--- src/rtl/character_data.sv ---
// PS/2 Set 2 scan-code to ASCII converter.
// Holds the four most recent characters, newest in out[7:0].
module character_data (
  input  logic        clock,
  input  logic        reset,
  input  logic [7:0]  ps2_info,
  input  logic        ps2_enable,
  output logic [31:0] out
);

  localparam logic [7:0] CODE_BREAK  = 8'hF0;
  localparam logic [7:0] CODE_EXT    = 8'hE0;
  localparam logic [7:0] CODE_LSHIFT = 8'h12;
  localparam logic [7:0] CODE_RSHIFT = 8'h59;
  localparam logic [7:0] CODE_BKSP   = 8'h66;

  logic [31:0] out_q, out_d;
  logic        break_q, break_d;
  logic        ext_q, ext_d;
  logic        shift_q, shift_d;

  logic        map_valid;
  logic [7:0]  map_ascii;

  // Scan-code lookup; shift only alters the five punctuation/digit keys.
  always_comb begin
    map_valid = 1'b1;
    map_ascii = 8'h00;
    case (ps2_info)
      8'h1C: map_ascii = 8'h41;
      8'h32: map_ascii = 8'h42;
      8'h21: map_ascii = 8'h43;
      8'h23: map_ascii = 8'h44;
      8'h24: map_ascii = 8'h45;
      8'h2B: map_ascii = 8'h46;
      8'h34: map_ascii = 8'h47;
      8'h33: map_ascii = 8'h48;
      8'h43: map_ascii = 8'h49;
      8'h3B: map_ascii = 8'h4A;
      8'h42: map_ascii = 8'h4B;
      8'h4B: map_ascii = 8'h4C;
      8'h3A: map_ascii = 8'h4D;
      8'h31: map_ascii = 8'h4E;
      8'h44: map_ascii = 8'h4F;
      8'h4D: map_ascii = 8'h50;
      8'h15: map_ascii = 8'h51;
      8'h2D: map_ascii = 8'h52;
      8'h1B: map_ascii = 8'h53;
      8'h2C: map_ascii = 8'h54;
      8'h3C: map_ascii = 8'h55;
      8'h2A: map_ascii = 8'h56;
      8'h1D: map_ascii = 8'h57;
      8'h22: map_ascii = 8'h58;
      8'h35: map_ascii = 8'h59;
      8'h1A: map_ascii = 8'h5A;
      8'h45: map_ascii = shift_q ? 8'h29 : 8'h30;
      8'h16: map_ascii = 8'h31;
      8'h1E: map_ascii = 8'h32;
      8'h26: map_ascii = 8'h33;
      8'h25: map_ascii = 8'h34;
      8'h2E: map_ascii = 8'h35;
      8'h36: map_ascii = 8'h36;
      8'h3D: map_ascii = 8'h37;
      8'h3E: map_ascii = shift_q ? 8'h2A : 8'h38;
      8'h46: map_ascii = shift_q ? 8'h28 : 8'h39;
      8'h29: map_ascii = 8'h20;
      8'h5A: map_ascii = 8'h0D;
      8'h4E: map_ascii = shift_q ? 8'h5F : 8'h2D;
      8'h55: map_ascii = shift_q ? 8'h2B : 8'h3D;
      8'h49: map_ascii = 8'h2E;
      8'h41: map_ascii = 8'h2C;
      8'h54: map_ascii = 8'h5B;
      8'h5B: map_ascii = 8'h5D;
      8'h4A: map_ascii = 8'h2F;
      default: map_valid = 1'b0;
    endcase
  end

  // Prefix bytes take priority, so F0 F0 stays in the release state.
  always_comb begin
    out_d   = out_q;
    break_d = break_q;
    ext_d   = ext_q;
    shift_d = shift_q;
    if (ps2_enable) begin
      if (ps2_info == CODE_BREAK) begin
        break_d = 1'b1;
      end else if (ps2_info == CODE_EXT) begin
        ext_d = 1'b1;
      end else if (break_q) begin
        break_d = 1'b0;
        ext_d   = 1'b0;
        if (ps2_info == CODE_LSHIFT || ps2_info == CODE_RSHIFT) begin
          shift_d = 1'b0;
        end
      end else if (ext_q) begin
        ext_d = 1'b0;
      end else if (ps2_info == CODE_LSHIFT || ps2_info == CODE_RSHIFT) begin
        shift_d = 1'b1;
      end else if (ps2_info == CODE_BKSP) begin
        out_d = {8'h00, out_q[31:8]};
      end else if (map_valid) begin
        out_d = {out_q[23:0], map_ascii};
      end
    end
  end

  always_ff @(posedge clock) begin
    if (reset) begin
      out_q   <= 32'h0;
      break_q <= 1'b0;
      ext_q   <= 1'b0;
      shift_q <= 1'b0;
    end else begin
      out_q   <= out_d;
      break_q <= break_d;
      ext_q   <= ext_d;
      shift_q <= shift_d;
    end
  end

  assign out = out_q;

endmodule

--- config.mk ---
export PLATFORM = sky130hd
export DESIGN_NAME = character_data
export DESIGN_NICKNAME = d
export VERILOG_FILES = /design/src/rtl/character_data.sv
export SDC_FILE = /design/constraint.sdc
export NUM_CORES = 1
export LEC_CHECK = 0
export BUFFER_PORTS_ARGS = -buffer_cell sky130_fd_sc_hd__buf_2
export CAP_MARGIN = 20
export CORE_MARGIN = 1
export CORE_UTILIZATION = 60
export CTS_BUF_LIST = sky130_fd_sc_hd__clkbuf_2 sky130_fd_sc_hd__clkbuf_4 sky130_fd_sc_hd__clkbuf_8
export DETAILED_ROUTE_END_ITERATION = 8
export PLACE_DENSITY = 0.83
export SYNTH_ARGS = -nofsm -noshare
export SYNTH_HDL_FRONTEND = slang
export SYNTH_SLANG_ARGS = --single-unit
export TNS_END_PERCENT = 1
--- constraint.sdc ---
create_clock -name clock -period 4.7 [get_ports clock]
set_input_delay 0.47 -clock clock [delete_from_list [all_inputs] [get_ports clock]]
set_output_delay 0.47 -clock clock [all_outputs]
set_load 0.01 [all_outputs]
==> reports/summary.txt <==
Area Growth Syn to Fin - 8.78%
Hold Path End - out[29]$_SDFFE_PP0P_
Status - finished, final reports clean
Worst-path cell chain - buf_2, nand4bb_1, o32ai_1, nor4_1, and3_1, a31o_1, mux2_1
Register cell area after layout - 701 sq um
Clk sinks - 35
Fin crit share - 67.4%
Async S/R FF share, synth - 0%
Hold Path Depth - 2
I/O pins - 43
Worst-path clk slew - 0.07 ns
Critical path class - input pin to register
H-tree levels - 2
Root buf cell - clkbuf_8
Final Max Tran Viols - 0
CORE AREA - 4350 sq um
Clk_skew - 0.00813 ns
Layout Utilization - 67.6%
Clk buf depth - 2
Startpoint types - input pin
Final setup vio count - 0
R2R Path Start - ext_q$_SDFFE_PP0P_
Die X - 69.2 um
Vias in the first global route - 2373
Critical path endpoint category - register
CP arrival - 3.34 ns
Slowest-stage cell, CP - a31o_1
Leakage power - 1.15 nW
Rows - 24
Max rail drop VDD - 0.179 mV
Top delay family on crit path - simple AND/OR/NAND/NOR gates
Critical-path maximum fanout - 17
Dpl cells - 420
Pint - 0.000503 W
Reg-to-reg setup timing slack - 2.59 ns
Synth warnings - 0
CP peak stage delay - 0.75 ns
Syn nets - 370
Total CTS buffers - 5
First-pass GRT wire length - 12.0 mm
Worst Path Buf+Inv - 1
Power Density - 230 nW/um^2
Post-Synthesis Cells - 359
CP required - 4.87 ns
Placer congestion estimate - 1.00
Cts hold-fix bufs - 0
GRT Overall Usage - 30.8%
Dpl hpwl - 5.06 mm
Initial antenna violation count - 0
Switch Pwr - 0.000175 W
Initial Utilization - 62.2%
Sw Ratio - 25.8%
Cell variety after synth - 58
Vias per cell - 6.61
Multi-input logic area - 1800 sq um
Gr ovfl total - 0
Flops & latches, synth - 35
Drt first-iter violations - 364
Vias - 2828
WL final - 7.36 mm
Hold_sp - out[29]$_SDFFE_PP0P_
Tightest Hold Check Type - register to register
Clk network pwr share - 41.1%
Fill cell count - 353
Avg Synthesized Cell Area - 7.54 sq um
Pin count of the biggest net entering global routing - 33
Most common cell after layout, fill and taps aside - nand2_1
Port bufs - 42
Slew margin rel. - 35.5%
Finished Layout Cells - 428
Logic pwr share - 14.6%
Drt wl/cell - 17.2 um
Nets - 386
Critical R2R Capture - out[23]$_SDFFE_PP0P_
Most frequent cells in the layout - nand2_1 (80), buf_2 (42), dfxtp_1 (35)
Max cap viols - 0
CTS tree - done
Post-CTS Resized - 0
Post-route DRC - 0
Die Area - 4790 sq um
Final Critical Period - 3.17 ns
Post-synth EDFFs - 0
Ys flop type - dfxtp_1
Die H - 69.2 um
N_diodes - 0
RSZ-0062 raised after global routing - false
Share of layout cells above drive strength 1 - 17.6%
Reg power frac - 44.3%
Cell count of the worst reg-to-reg path - 3
# Post-CTS Setup Buffers - 0
Worst-Margin Slew - 0.967 ns
Clock latency on the worst-skew pair - 0.28 ns
Post-synthesis sequential area ratio - 25.9%
TNS Setup - 0 ns
DRT antenna net count - 0
Synthesized cell area - 2710 sq um
Hold Vio Cnt, Final - 0
Drt first pass iters - 5
Max Clk Rate - 0.316 GHz
## synthesized netlist by cell type, types with 4 or more instances
cell / instances / area share (%)
nand2_1: 80 / 11
dfxtp_1: 35 / 26
mux2i_1: 23 / 8.5
a21oi_1: 21 / 3.9
nor2_1: 20 / 2.8
buf_2: 14 / 2.6
clkbuf_1: 14 / 1.9
o21ai_0: 12 / 2.2
inv_1: 10 / 1.4
nor2b_1: 9 / 2.1
nor3_1: 9 / 1.7
mux2_1: 8 / 3.3
nor4_1: 7 / 1.6
o22ai_1: 7 / 1.6
a211oi_1: 6 / 1.7
nand2b_1: 6 / 1.4
a2111oi_0: 5 / 1.6
nand4bb_1: 5 / 2.1
nand3b_1: 4 / 1.1
or4b_1: 4 / 1.5
## area by class of cell
cell class,instances,share of cell area [%]
clock buffers,6,2.80
clock inverters,2,1.19
inverters,11,1.40
multi-input cells,278,61.0
flip-flops and latches,35,23.8
well taps,52,2.21
repair buffers,44,7.65
## flip-flops by register name (all words and copies together), names as in the netlist
name     count
out         32
break_q      1
shift_q      1
ext_q        1
## stage by stage
step | power [W] | instance area [sq um] | hold slack [ns] | worst slack (ns)
finish | 0.000678 | 2950 | 0.469 | 1.53
global route | 0.000699 | 2950 | 0.481 | 1.33
CTS | 0.000678 | 2950 | 0.469 | 1.63
detailed placement | 0.000403 | 2830 | 0.465 | 1.33
global placement | 0.000403 | 2830 | 0.455 | 1.39
floorplan | 0.000385 | 2710 | 0.443 | 2.23
## worst max path at each step
| stage | from | to | slack, ns | depth (start not counted) |
|---|---|---|---|---|
| after global placement | ps2_info[7] | out[15]$_SDFFE_PP0P_ | 1.39 | 7 |
| final | ps2_info[7] | out[16]$_SDFFE_PP0P_ | 1.53 | 7 |
| after global routing | ps2_info[4] | out[16]$_SDFFE_PP0P_ | 1.33 | 7 |
| after CTS | ps2_info[4] | out[15]$_SDFFE_PP0P_ | 1.63 | 7 |
| after detailed placement | ps2_info[4] | out[16]$_SDFFE_PP0P_ | 1.33 | 7 |
| after floorplan | ps2_info[3] | out[15]$_SDFFE_PP0P_ | 2.23 | 8 |
## power by group through the flow
| stage | registers, W | clock network [W] | logic (W) |
|---|---|---|---|
| final | 0.000300 | 0.000279 | 0.0000988 |
| after global routing | 0.000300 | 0.000293 | 0.000106 |
| after CTS | 0.000300 | 0.000282 | 0.0000961 |
| after detailed placement | 0.000307 | 0 | 0.0000957 |
| after global placement | 0.000307 | 0 | 0.0000958 |
| after floorplan | 0.000308 | 0 | 0.0000778 |
## per-layer routing
metal  part of all wire, %  track usage [%]  up-vias
li1                      -                -     1338
met3                   9.8             5.52       22
met5                     0                0        -
met4                   1.7             9.52        0
met2                    45             48.1      157
met1                    43             43.2     1311
## cell families after synthesis
| group | count (synthesis) | share of synthesized area, % |
|---|---|---|
| and+or+nand+nor | 167 | 32.7 |
| AOI/OAI and AO/OA | 79 | 21.0 |
| DFF | 35 | 25.9 |
| muxes | 32 | 12.2 |
| buffers and inverters | 46 | 8.13 |
## worst register-to-register path, stage by stage, from the launching register on
cell and delay (ns):
dfxtp_1 0.32, or4_1 0.67, a31oi_4 0.61, mux2_2 0.41
Power figures use the tool's default switching activity.
